===== config.mk =====
export PLATFORM = sky130hd
export DESIGN_NAME = stage_3_renorm_buffered
export DESIGN_NICKNAME = d
export VERILOG_FILES = /design/src/rtl/ac_pkg.sv /design/src/rtl/leading_zero.sv /design/src/rtl/stage_3_renorm_buffered_precarry_fifo.sv /design/src/rtl/stage_3_renorm_buffered.sv
export SDC_FILE = /design/constraint.sdc
export NUM_CORES = 1
export LEC_CHECK = 0
export ABC_AREA = 1
export BUFFER_PORTS_ARGS = -buffer_cell sky130_fd_sc_hd__buf_2
export CAP_MARGIN = 20
export CORE_MARGIN = 1
export CORE_UTILIZATION = 55
export CTS_CLUSTER_DIAMETER = 40
export CTS_CLUSTER_SIZE = 20
export DETAILED_ROUTE_END_ITERATION = 6
export PLACE_DENSITY = 0.74
export RECOVER_POWER = 50
export REMOVE_ABC_BUFFERS = 1
export SLEW_MARGIN = 20
export SYNTH_ARGS = -nofsm -noshare
export SYNTH_HDL_FRONTEND = slang
export SYNTH_SLANG_ARGS = --single-unit

===== constraint.sdc =====
create_clock -name clk -period 16.5 [get_ports clk]
set_input_delay 3.3 -clock clk [delete_from_list [all_inputs] [get_ports clk]]
set_output_delay 3.3 -clock clk [all_outputs]
set_load 0.03 [all_outputs]

===== src/rtl/ac_pkg.sv =====
// ac_pkg
// Shared constants for the AV1 arithmetic-encoder pipeline stages.
// Holds the encoder count reset value, the default signed count width,
// the pre-carry word size and the renormalisation offsets used by
// stage 3.
package ac_pkg;

    // Default signed width of the encoder cnt register.
    localparam int CNT_WIDTH         = 6;

    // cnt value after reset.
    localparam int CNT_RESET         = -9;

    // Significant bits in a pre-carry word; bit 8 carries into the previous byte.
    localparam int PRECARRY_BITS     = 9;

    // Renormalisation offsets: c = cnt + 16, step 8 per word, cnt = c + d - 24.
    localparam int RENORM_C_OFFSET   = 16;
    localparam int RENORM_STEP       = 8;
    localparam int RENORM_CNT_OFFSET = 24;

endpackage


===== src/rtl/leading_zero.sv =====
// leading_zero
// Combinational leading-zero counter.
// Ports:
//   value  in   WIDTH            word to inspect
//   count  out  $clog2(WIDTH)+1  number of zeros above the highest set bit
//                                (WIDTH when value is zero)
module leading_zero #(
    parameter int WIDTH = 16
) (
    input  logic [WIDTH-1:0]         value,
    output logic [$clog2(WIDTH):0]   count
);

    localparam int CW = $clog2(WIDTH) + 1;

    // Scan from LSB upwards so the highest set bit makes the last assignment.
    always_comb begin
        count = CW'(WIDTH);
        for (int i = 0; i < WIDTH; i++) begin
            if (value[i]) begin
                count = CW'(WIDTH - 1 - i);
            end
        end
    end

endmodule


===== src/rtl/stage_3_renorm_buffered_precarry_fifo.sv =====
// precarry_fifo
// Two-write / one-read FIFO holding pre-carry words.
// Ports:
//   clk, reset    clock and synchronous active-high reset
//   push_first    write data_first at the write pointer
//   push_second   write data_second one slot after data_first (only with push_first)
//   data_first    first (older) word of this cycle
//   data_second   second word of this cycle
//   out_ready     consumer takes the head this cycle
//   out_valid     head is valid
//   out_data      registered head word, held when the FIFO is empty
//   occupancy     number of stored words
// The producer guarantees no overflow by looking at occupancy.
module precarry_fifo #(
    parameter int WIDTH = 16,
    parameter int DEPTH = 4
) (
    input  logic                      clk,
    input  logic                      reset,
    input  logic                      push_first,
    input  logic                      push_second,
    input  logic [WIDTH-1:0]          data_first,
    input  logic [WIDTH-1:0]          data_second,
    input  logic                      out_ready,
    output logic                      out_valid,
    output logic [WIDTH-1:0]          out_data,
    output logic [$clog2(DEPTH):0]    occupancy
);

    localparam int PW = $clog2(DEPTH);
    localparam int OW = PW + 1;

    logic [WIDTH-1:0] mem [DEPTH];
    logic [PW-1:0]    wr_ptr;
    logic [PW-1:0]    rd_ptr;
    logic [OW-1:0]    count;
    logic [WIDTH-1:0] head_q;

    logic             pop;
    logic [OW-1:0]    num_push;
    logic [OW-1:0]    remaining;
    logic [PW-1:0]    next_rd;

    assign pop       = (count != '0) && out_ready;
    assign num_push  = OW'(push_first) + OW'(push_second);
    assign remaining = count - OW'(pop);
    assign next_rd   = rd_ptr + PW'(pop);

    always_ff @(posedge clk) begin
        if (push_first) begin
            mem[wr_ptr] <= data_first;
        end
        if (push_second) begin
            mem[wr_ptr + PW'(1)] <= data_second;
        end
    end

    // The head is registered. If older words survive the pop, the next head
    // comes from memory; if not, a word pushed this cycle bypasses straight
    // into the head. With nothing left, the last head value is held.
    always_ff @(posedge clk) begin
        if (reset) begin
            wr_ptr <= '0;
            rd_ptr <= '0;
            count  <= '0;
            head_q <= '0;
        end else begin
            wr_ptr <= wr_ptr + PW'(num_push);
            rd_ptr <= next_rd;
            count  <= remaining + num_push;
            if (remaining != '0) begin
                head_q <= mem[next_rd];
            end else if (push_first) begin
                head_q <= data_first;
            end
        end
    end

    assign out_valid = (count != '0);
    assign out_data  = head_q;
    assign occupancy = count;

endmodule


===== src/rtl/stage_3_renorm_buffered.sv =====
// stage_3_renorm_buffered
// Renormalisation stage of the AV1 arithmetic encoder. Owns low/cnt,
// normalises each range by its leading-zero count and emits 0..2 pre-carry
// words per symbol into a buffered output (od_ec_encode semantics).
// Ports:
//   clk, reset        clock, synchronous active-high reset
//   in_valid/ready    symbol handshake; ready needs two free buffer entries
//   in_range          un-normalised range from stage 2
//   in_low_add        value added to low before renormalisation
//   out_valid/ready   pre-carry word handshake
//   out_data          pre-carry word (9 significant bits, zero-extended)
//   out_range         normalised range fed back to stage 1
//   out_range_valid   one-cycle pulse when out_range updates
//   state_low         current low
//   state_cnt         current cnt (signed)
//   err               sticky, set when a zero range is accepted
module stage_3_renorm_buffered #(
    parameter int RANGE_WIDTH = 16,
    parameter int LOW_WIDTH   = 32,
    parameter int CNT_WIDTH   = ac_pkg::CNT_WIDTH,
    parameter int OUT_WIDTH   = 16,
    parameter int FIFO_DEPTH  = 4
) (
    input  logic                   clk,
    input  logic                   reset,
    input  logic                   in_valid,
    output logic                   in_ready,
    input  logic [RANGE_WIDTH-1:0] in_range,
    input  logic [LOW_WIDTH-1:0]   in_low_add,
    output logic                   out_valid,
    input  logic                   out_ready,
    output logic [OUT_WIDTH-1:0]   out_data,
    output logic [RANGE_WIDTH-1:0] out_range,
    output logic                   out_range_valid,
    output logic [LOW_WIDTH-1:0]   state_low,
    output logic [CNT_WIDTH-1:0]   state_cnt,
    output logic                   err
);

    import ac_pkg::*;

    localparam int LZ_W  = $clog2(RANGE_WIDTH) + 1;
    localparam int OCC_W = $clog2(FIFO_DEPTH) + 1;
    localparam logic [OCC_W-1:0] READY_MAX = OCC_W'(FIFO_DEPTH - 2);

    logic [LOW_WIDTH-1:0]          low_q;
    logic signed [CNT_WIDTH-1:0]   cnt_q;
    logic [RANGE_WIDTH-1:0]        out_range_q;
    logic                          out_range_valid_q;
    logic                          err_q;

    logic [LZ_W-1:0]               lz;
    logic [OCC_W-1:0]              occupancy;
    logic                          accept;
    logic                          range_zero;
    logic                          do_update;

    logic                          emit_first;
    logic                          emit_second;
    logic [OUT_WIDTH-1:0]          word_first;
    logic [OUT_WIDTH-1:0]          word_second;
    logic [OUT_WIDTH-1:0]          word_tail;
    logic [LOW_WIDTH-1:0]          l_work;
    logic [LOW_WIDTH-1:0]          low_next;
    logic [CNT_WIDTH-1:0]          cnt_next;
    logic [RANGE_WIDTH-1:0]        range_next;
    int                            d_i;
    int                            cnt_i;
    int                            s_i;
    int                            c_i;

    leading_zero #(
        .WIDTH (RANGE_WIDTH)
    ) u_leading_zero (
        .value (in_range),
        .count (lz)
    );

    // Readiness uses registered occupancy only, so a pop this cycle does not help.
    assign in_ready   = (occupancy <= READY_MAX);
    assign accept     = in_valid && in_ready;
    assign range_zero = (in_range == '0);
    assign do_update  = accept && !range_zero;

    // Single-cycle renormalisation. c counts the bit position of the next
    // word boundary in low; each emitted word takes the bits above c and
    // clears them. When two words come out, the high one is emitted first.
    always_comb begin
        l_work      = low_q + in_low_add;
        d_i         = int'(lz);
        cnt_i       = int'(cnt_q);
        s_i         = cnt_i + d_i;
        c_i         = cnt_i + RENORM_C_OFFSET;
        emit_first  = 1'b0;
        emit_second = 1'b0;
        word_first  = '0;
        word_second = '0;
        word_tail   = '0;
        cnt_next    = CNT_WIDTH'(s_i);
        if (s_i >= 0) begin
            emit_first = 1'b1;
            if (s_i >= RENORM_STEP) begin
                emit_second = 1'b1;
                word_first  = OUT_WIDTH'(l_work >> c_i);
                l_work      = l_work & ~({LOW_WIDTH{1'b1}} << c_i);
                c_i         = c_i - RENORM_STEP;
            end
            word_tail = OUT_WIDTH'(l_work >> c_i);
            l_work    = l_work & ~({LOW_WIDTH{1'b1}} << c_i);
            if (emit_second) begin
                word_second = word_tail;
            end else begin
                word_first = word_tail;
            end
            cnt_next = CNT_WIDTH'(c_i + d_i - RENORM_CNT_OFFSET);
        end
        low_next   = l_work << d_i;
        range_next = in_range << d_i;
    end

    // Encoder state; a zero range only raises err and leaves everything else alone.
    always_ff @(posedge clk) begin
        if (reset) begin
            low_q             <= '0;
            cnt_q             <= CNT_WIDTH'(CNT_RESET);
            out_range_q       <= '0;
            out_range_valid_q <= 1'b0;
            err_q             <= 1'b0;
        end else begin
            out_range_valid_q <= do_update;
            if (do_update) begin
                low_q       <= low_next;
                cnt_q       <= cnt_next;
                out_range_q <= range_next;
            end
            if (accept && range_zero) begin
                err_q <= 1'b1;
            end
        end
    end

    precarry_fifo #(
        .WIDTH (OUT_WIDTH),
        .DEPTH (FIFO_DEPTH)
    ) u_precarry_fifo (
        .clk         (clk),
        .reset       (reset),
        .push_first  (do_update && emit_first),
        .push_second (do_update && emit_second),
        .data_first  (word_first),
        .data_second (word_second),
        .out_ready   (out_ready),
        .out_valid   (out_valid),
        .out_data    (out_data),
        .occupancy   (occupancy)
    );

    assign out_range       = out_range_q;
    assign out_range_valid = out_range_valid_q;
    assign state_low       = low_q;
    assign state_cnt       = cnt_q;
    assign err             = err_q;

endmodule


==> metrics.md <==
| Metric | Value |
|---|---|
| Yosys top cell by area | nand2_1 |
| Commonest cells post-synth | nand2_1 (824), nand3_1 (601), nor2_1 (201) |
| Syn Area/Cell | 5.870 um2 |
| Final Critical Period | between 10,000 and 15,000 ps |
| Initial Util | 56.41% |
| Post-CTS setup buffer count | 0 |
| Post-Route Setup TNS | 0 ps |
| First-pass GRT wire length | between 90,000 and 100,000 um |
| Status | finished with violations |
| CTS root buffer | clkbuf_16 |
| Core Footprint | ~28,000 um2 |
| Critical Path Source Type | input port |
| # setup viols final | 0 |
| Cells resized by post-CTS repair | 0 |
| Max VDD drop | 91.23 uV |
| RSZ-0062 raised after global routing | false |
| Final Cycle Share | roughly two thirds |
| Hold Fails Final Rpt | 0 |
| Iteration-0 DRC Markers | approximately 2,800 |
| Final slew viol count | just under 300 |
| Die W | 171.7 um |
| Most used cell, CP | nand2_1 |
| Data required time of the critical path | approximately 17,000 ps |
| Worst Setup End Kind | flop |
| Synth async-reset ratio | 0% |
| Worst Skew | 15.88 ps |
| Initial antenna violation count | 0 |
| Syn. warnings | 0 |
| R2r setup slk | 9370 ps |
| H-tree levels | 4 |
| Yosys top cell area share | ~20% |
| DRC viols | 2 |
| Die H | 171.7 um |
| Die ar. | between 20,000 and 30,000 um2 |
| Ports | 126 |
| Slew @ Worst Pin | roughly 2400 ps |
| Critical-path maximum fanout | 54 |
| Max Fclk | between 0.09 and 0.1 GHz |
| Synthesis-to-finish area growth | 7.416% |
| Post-route antenna net violation count | 0 |
| GP Congestion | roughly 1.0 |
| Synth area leaders | nand2_1 (20%), nand3_1 (19%), edfxtp_1 (12%) |
| Hold crit path type | flop to flop |
| Crit-path max cell delay | between 1500 and 2000 ps |
| Critical path class | input port to flop |
| Violated checks | design-rule violations, max-capacitance violations, max-slew violations |
| CTS tree | done |
| N_diodes | 0 |
| Congestion Overflow GR | 0 |
| Most common cell in the synthesized netlist | nand2_1 |
| Total iterations of the first detailed-routing run | 7 |
| Post-DP HPWL | about 47,000 um |
| All-Layer GR Usage | approximately 43% |
| Synth Cell Area | about 16,000 um2 |
| Final-stage net count | 2,841 |
| Max cap viols | 7 |
| PortBufs | between 100 and 150 |
| Vias in the first global route | 17,530 |
| CTS sink count | 143 |
| Post-synthesis sequential area ratio | around 22% |
| CP max-delay cell | clkbuf_1 |
| Post-synthesis cell type count | 55 |
| Max-Slew Margin vs Limit | -61.95% |
| Crit path DAT | 10,900 ps |
| Total routed wirelength | between 60,000 and 70,000 um |
| Vias per cell | ~6.3 |
| Hold Slack | approximately 460 ps |
| Drt wl/cell | a little over 20 um |
| CTS Buffer Depth | 2 |
| EDFF count, synth | 64 |
| Post-Syn Instances | between 2,000 and 3,000 |
| Routed vias | about 20,000 |
| Pin count of the biggest net entering global routing | 70 |
| Clk Latency, worst-skew pair | 460 ps |
| Share of cells above drive strength 1 | about 6.7% |
| Synth Flop Type | dfxtp_1 |
| Seq cells post-synth | roughly 140 |
| Number of buffers created by CTS | 17 |
| Row cnt | 61 |
| Leakage | ~0.008 uW |
| Post-CTS Hold Buffers | 0 |
| Clk pin slew, worst setup/hold paths | ~70 ps |
| Pwr/cell area | 211.3 nW/um2 |
==> layout by cell type (no fill, tap or decap), types with 19 or more instances in the layout <==
master,count
inv_1,198
o211ai_1,31
nand2_1,826
ha_1,52
a31oi_1,23
nand3_1,601
buf_4,24
o21ai_0,109
o21ai_1,19
a21oi_1,89
clkbuf_1,84
nor2_1,201
dfxtp_1,79
buf_2,55
nand4_1,81
edfxtp_1,64
==> power breakdown <==
| group | leakage, uW | internal (uW) | switching [uW] |
|---|---|---|---|
| combinational | 0.00662 | 728 | 1940 |
| clock | 0.000287 | 212 | 187 |
| sequential | 0.00125 | 458 | 67.2 |
==> final timing paths <==
check | from | endpoint | cells after the start
max | in_range[0] | u_precarry_fifo.mem[0][1]$_DFFE_PP_ | 30
min | err$_SDFFE_PP0P_ | err$_SDFFE_PP0P_ | 2
max reg2reg | state_cnt[0]$_SDFFE_PP1P_ | u_precarry_fifo.mem[0][1]$_DFFE_PP_ | 17
min reg2reg | err$_SDFFE_PP0P_ | err$_SDFFE_PP0P_ | 2
==> worst max-delay path: cells and delay by family <==
family / cells / cell delay (ps)
compound gates: 3 / 400
simple gates: 16 / 2760
fa+ha+maj: 2 / 770
buf+inv: 9 / 3600
==> sequential cells by signal, summed over array words and instances (netlist names) <==
name	flops
u_precarry_fifo.wr_ptr	2
state_low	32
u_precarry_fifo.occupancy	3
u_precarry_fifo.out_data	16
u_precarry_fifo.mem	64
out_range_valid	1
u_precarry_fifo.rd_ptr	2
err	1
out_range	16
state_cnt	6
==> cell families after synthesis <==
logic type / after synthesis / share of synthesized area [%]
AO/OA/AOI/OAI: 326 / 12.25
AND/OR/NAND/NOR: 1793 / 50.49
flip-flops: 143 / 22.11
adder cells (fa/ha/maj): 58 / 4.865
buffers and inverters: 358 / 9.122
XOR/XNOR: 21 / 1.161
==> layer usage <==
metal / track usage [%] / up-vias / wire, um
met5: 0 / - / 0
met4: 32.14 / 0 / 5126
met3: 7.478 / 316 / 6766
met2: 66.89 / 1360 / 27440
met1: 53.29 / 8764 / 24120
li1: - / 9212 / -
==> layout make-up <==
cell class                      instances  area, um2
Sequential cell                       143       3503
Tap cell                              378      473.0
Clock inverter                         15      147.6
Inverter                              206      773.2
Clock buffer                           17      425.4
Fill cell                            2949      11070
Multi-Input combinational cell       2198      10890
Timing Repair Buffer                  165      800.8
==> metrics by stage <==
step | utilization (%) | cell area [um2] | total power [uW] | setup slack [ps] | std cells
floorplan | - | 15170 | 2302 | 7193 | 2547
global placement | 58.99 | 16570 | 3071 | 7918 | 3088
detailed placement | 58.99 | 16570 | 3101 | 7872 | 3088
CTS | 61.03 | 17140 | 3504 | 8314 | 3120
global route | 60.59 | 17020 | 3842 | 5061 | 3122
finish | 60.59 | 17020 | 3596 | 5676 | 3122
Power figures use the tool's default switching activity.
